$ cat config.mk
export PLATFORM = sky130hd
export DESIGN_NAME = inst_axi_rd_bridge
export DESIGN_NICKNAME = d
export VERILOG_FILES = /design/src/rtl/inst_axi_rd_bridge.sv
export SDC_FILE = /design/constraint.sdc
export NUM_CORES = 1
export LEC_CHECK = 0
export CAP_MARGIN = 40
export CELL_PAD_IN_SITES_DETAIL_PLACEMENT = 1
export CELL_PAD_IN_SITES_GLOBAL_PLACEMENT = 2
export CORE_MARGIN = 5
export CORE_UTILIZATION = 16
export DETAILED_ROUTE_END_ITERATION = 7
export PLACE_DENSITY = 0.9
export SLEW_MARGIN = 0
export SYNTH_ARGS = -nofsm -noshare
export SYNTH_HDL_FRONTEND = slang
export SYNTH_SLANG_ARGS = --single-unit
export TNS_END_PERCENT = 5
$ cat constraint.sdc
create_clock -name clk -period 3.7 [get_ports clk]
set_input_delay 0.37 -clock clk [delete_from_list [all_inputs] [get_ports clk]]
set_output_delay 0.37 -clock clk [all_outputs]
set_load 0.01 [all_outputs]
$ cat src/rtl/inst_axi_rd_bridge.sv
// Instruction-side bridge: SRAM-like fetch interface (req/addr_ok/data_ok) to a
// single-ID, in-order AXI4 read channel pair (AR/R).
module inst_axi_rd_bridge #(
  parameter logic [3:0] ARID      = 4'd0,
  parameter int         MAX_OUTST = 2
) (
  input  logic        clk,
  input  logic        resetn,
  input  logic        inst_sram_req,
  input  logic        inst_sram_wr,
  input  logic [1:0]  inst_sram_size,
  input  logic [3:0]  inst_sram_wstrb,
  input  logic [31:0] inst_sram_addr,
  input  logic [31:0] inst_sram_wdata,
  output logic        inst_sram_addr_ok,
  output logic        inst_sram_data_ok,
  output logic [31:0] inst_sram_rdata,
  output logic [3:0]  arid,
  output logic [31:0] araddr,
  output logic [7:0]  arlen,
  output logic [2:0]  arsize,
  output logic [1:0]  arburst,
  output logic        arvalid,
  input  logic        arready,
  input  logic [3:0]  rid,
  input  logic [31:0] rdata,
  input  logic [1:0]  rresp,
  input  logic        rlast,
  input  logic        rvalid,
  output logic        rready,
  output logic [2:0]  outst_cnt,
  output logic        rd_err
);

  typedef enum logic {AR_IDLE, AR_SEND} ar_state_e;

  localparam logic [2:0] MAX_CNT = 3'(MAX_OUTST);

  ar_state_e state, state_nxt;
  logic [2:0] cnt;
  logic       beat;
  logic       slot_free;

  // Write-side fields and rid carry no meaning for an in-order read-only path.
  logic unused_in;
  assign unused_in = ^{inst_sram_wr, inst_sram_wstrb, inst_sram_wdata, rid};

  assign arid    = ARID;
  assign arlen   = 8'd0;
  assign arburst = 2'b01;

  assign rready            = (cnt != 3'd0);
  assign beat              = rvalid & rready;
  assign inst_sram_data_ok = beat & rlast;
  assign inst_sram_rdata   = rdata;
  assign outst_cnt         = cnt;

  // A slot being freed by this cycle's data_ok can be reused in the same cycle.
  assign slot_free = (cnt < MAX_CNT) | inst_sram_data_ok;

  always_comb begin
    state_nxt         = state;
    inst_sram_addr_ok = 1'b0;
    arvalid           = 1'b0;
    case (state)
      AR_IDLE: begin
        inst_sram_addr_ok = resetn & inst_sram_req & slot_free;
        if (inst_sram_addr_ok) state_nxt = AR_SEND;
      end
      AR_SEND: begin
        arvalid = 1'b1;
        if (arready) state_nxt = AR_IDLE;
      end
      default: state_nxt = AR_IDLE;
    endcase
  end

  always_ff @(posedge clk or negedge resetn) begin
    if (!resetn) begin
      state  <= AR_IDLE;
      araddr <= 32'd0;
      arsize <= 3'd0;
    end else begin
      state <= state_nxt;
      if (inst_sram_addr_ok) begin
        araddr <= inst_sram_addr;
        arsize <= {1'b0, inst_sram_size};
      end
    end
  end

  always_ff @(posedge clk or negedge resetn) begin
    if (!resetn) begin
      cnt    <= 3'd0;
      rd_err <= 1'b0;
    end else begin
      case ({inst_sram_addr_ok, inst_sram_data_ok})
        2'b10:   cnt <= cnt + 3'd1;
        2'b01:   cnt <= cnt - 3'd1;
        default: cnt <= cnt;
      endcase
      if (beat && rresp != 2'b00) rd_err <= 1'b1;
    end
  end

endmodule
==> run summary <==
Core region area -> 11600 um2
Largest net degree at the start of global routing -> 40
Clock buffer count from CTS -> 5
Hold Buf Count CTS -> 0
Vias per inst -> 3.39
Width of the die -> 119 um
Vias -> 1170
Dpl hpwl -> 3.59 mm
Hold crit path type -> in -> async
WL/cell -> 13.4 um
Seq/Total Area, Yosys -> 0.512
Mapped Area -> 1910 um2
PostCTS Resize Cnt -> 0
Initial antenna violation count -> 0
Global-route wire length before repair -> 7.11 mm
H-tree Lvls -> 2
Worst setup SP type -> primary input
Port Buffer Count -> 83
Overall power -> 2.13 mW
Drt pass-1 iters -> 4
Leak pwr -> 1.14 nW
Number of synthesized flops with an enable pin -> 0
Rows -> 39
CP max FO -> 16
Tmin final -> 2.36 ns
WS Path Type -> in -> out
Setup TNS -> 0 ns
RSZ-0062 raised after global routing -> false
Gate Count Post-Synth -> 145
Clock root buffer -> clkbuf_16
Die ar. -> 14200 um2
Clk buf depth -> 2
Post-route ant nets -> 0
Max cap viols -> 0
Final instance area -> 2750 um2
Io pins -> 204
PnR worst setup slack -> 1.34 ns
Sink Count -> 39
Setup WS pre-CTS -> 1.04 ns
Synth Register Bits -> 39
Die span in y -> 119 um
DR DRC count -> 0
Layout cells sized above 1 -> 0.218
Inserted Diodes -> 0
Setup violators final -> 0
Area grow syn2layout -> 44.4%
Post-layout util -> 0.238
Cells after DPL -> 337
Clock transition at the registers of the reported paths -> 0.06 ns
Total track usage -> 0.0638
Vias in the first global route -> 1354
Final Max Tran Viols -> 0
CP endpoint kind -> primary output
Fmax -> 423 MHz
Worst vdd ir -> 0.202 mV
Yosys cell types -> 21
Post-route insts no fill -> 345
Status -> completed
Worst slew pin tran -> 0.518 ns
Cell area after placement -> 2600 um2
Later-pin clock latency in the skew report -> 0.28 ns
Tcrit/Tclk final -> 0.639
Synth Area per Inst -> 13.2 um2
Synth Flop Type -> dfrtp_1
GPL Wtd Cong -> 0.634
Final Skew -> 0.00484 ns
Req. time, crit path -> 3.33 ns
CTS tree -> yes
Post-CTS Setup Bufs -> 0
Share of flip-flops with an asynchronous set or reset -> 1.00
Synth warn -> 0
Final wirelength -> 4.61 mm
Worst slew margin -> 0.655
Final hold vios -> 0
Final net count -> 318
Pwr dens -> 773 nW/um2
Arrival time at the worst endpoint -> 1.99 ns
Starting Density -> 0.165
Hold slack -> 0.170 ns
Global route overflow -> 0
Initial DRC count -> 22
==> cell usage in the layout, fill, tap and decap left out, drive strengths merged, types with 2 or more instances in the layout <==
master          n
buf             4
clkbuf          8
xor2            2
mux2           34
inv             5
conb           15
dfrtp          39
clkdlybuf4s50  82
==> cells by family (layout without fill, tap and decap cells) <==
logic type,count (synthesis),count (layout),share of synthesized area
compound gates,3,3,0.0125
xor+xnor,3,3,0.0138
simple gates,6,6,0.0223
other cells,2,15,0.00394
mux,35,35,0.206
buf+inv,55,99,0.213
fa+ha+maj,2,2,0.0171
flops,39,39,0.512
==> final timing paths <==
| path | startpoint | endpoint | slack, ns | cells after the start |
|---|---|---|---|---|
| max | rvalid | inst_sram_addr_ok | 1.34 | 5 |
| min | resetn | state | 0.17 | 2 |
| max reg2reg | outst_cnt[2] | outst_cnt[2] | 1.48 | 10 |
| min reg2reg | araddr[11] | araddr[11] | 0.48 | 1 |
| max in group asynchronous | resetn | araddr[1] | 3.17 | 2 |
| min in group clk | araddr[11] | araddr[11] | 0.48 | 1 |
==> critical path, cell delays in order <==
cell and delay, ns:
clkdlybuf4s50_1 0.49, a2bb2oi_1 0.12, nor3_4 0.16, buf_4 0.26, clkdlybuf4s50_1 0.58
==> where the power goes <==
part | switching (mW) | internal, mW | leakage (nW)
clock network | 0.164 | 0.287 | 0.0772
registers | 0.117 | 0.636 | 0.462
logic | 0.337 | 0.586 | 0.598
total | 0.617 | 1.51 | 1.14
==> per-layer routing <==
metal  GRT usage  share of wire  wire (um)  vias up
li1            -              -          -      523
met1      0.0653           0.36       1660      577
met2       0.115           0.53       2450       62
met3      0.0284          0.090        414        8
met4      0.0224          0.017         78        0
met5           0              0          0        -
==> Yosys cell counts (2+ instances only) <==
library cell,instances,area [um2]
xor2_1,2,17.5
inv_1,5,18.8
mux2_2,32,360
mux2_1,2,22.5
conb_1,2,7.51
buf_6,3,33.8
buf_4,47,353
dfrtp_1,39,976
==> sequential cells by signal, indices dropped and copies added, names as in the netlist <==
register and cells:
state 1, rd_err 1, outst_cnt 3, araddr 32, arsize 2
==> area by class of cell <==
type	instances	area, um2
fillers	1296	8810
flip-flops and latches	39	976
repair buffers	86	848
multi-input cells	64	574
clock buffers	8	156
inverters	5	18.8
well taps	143	179
Power figures use the tool's default switching activity.
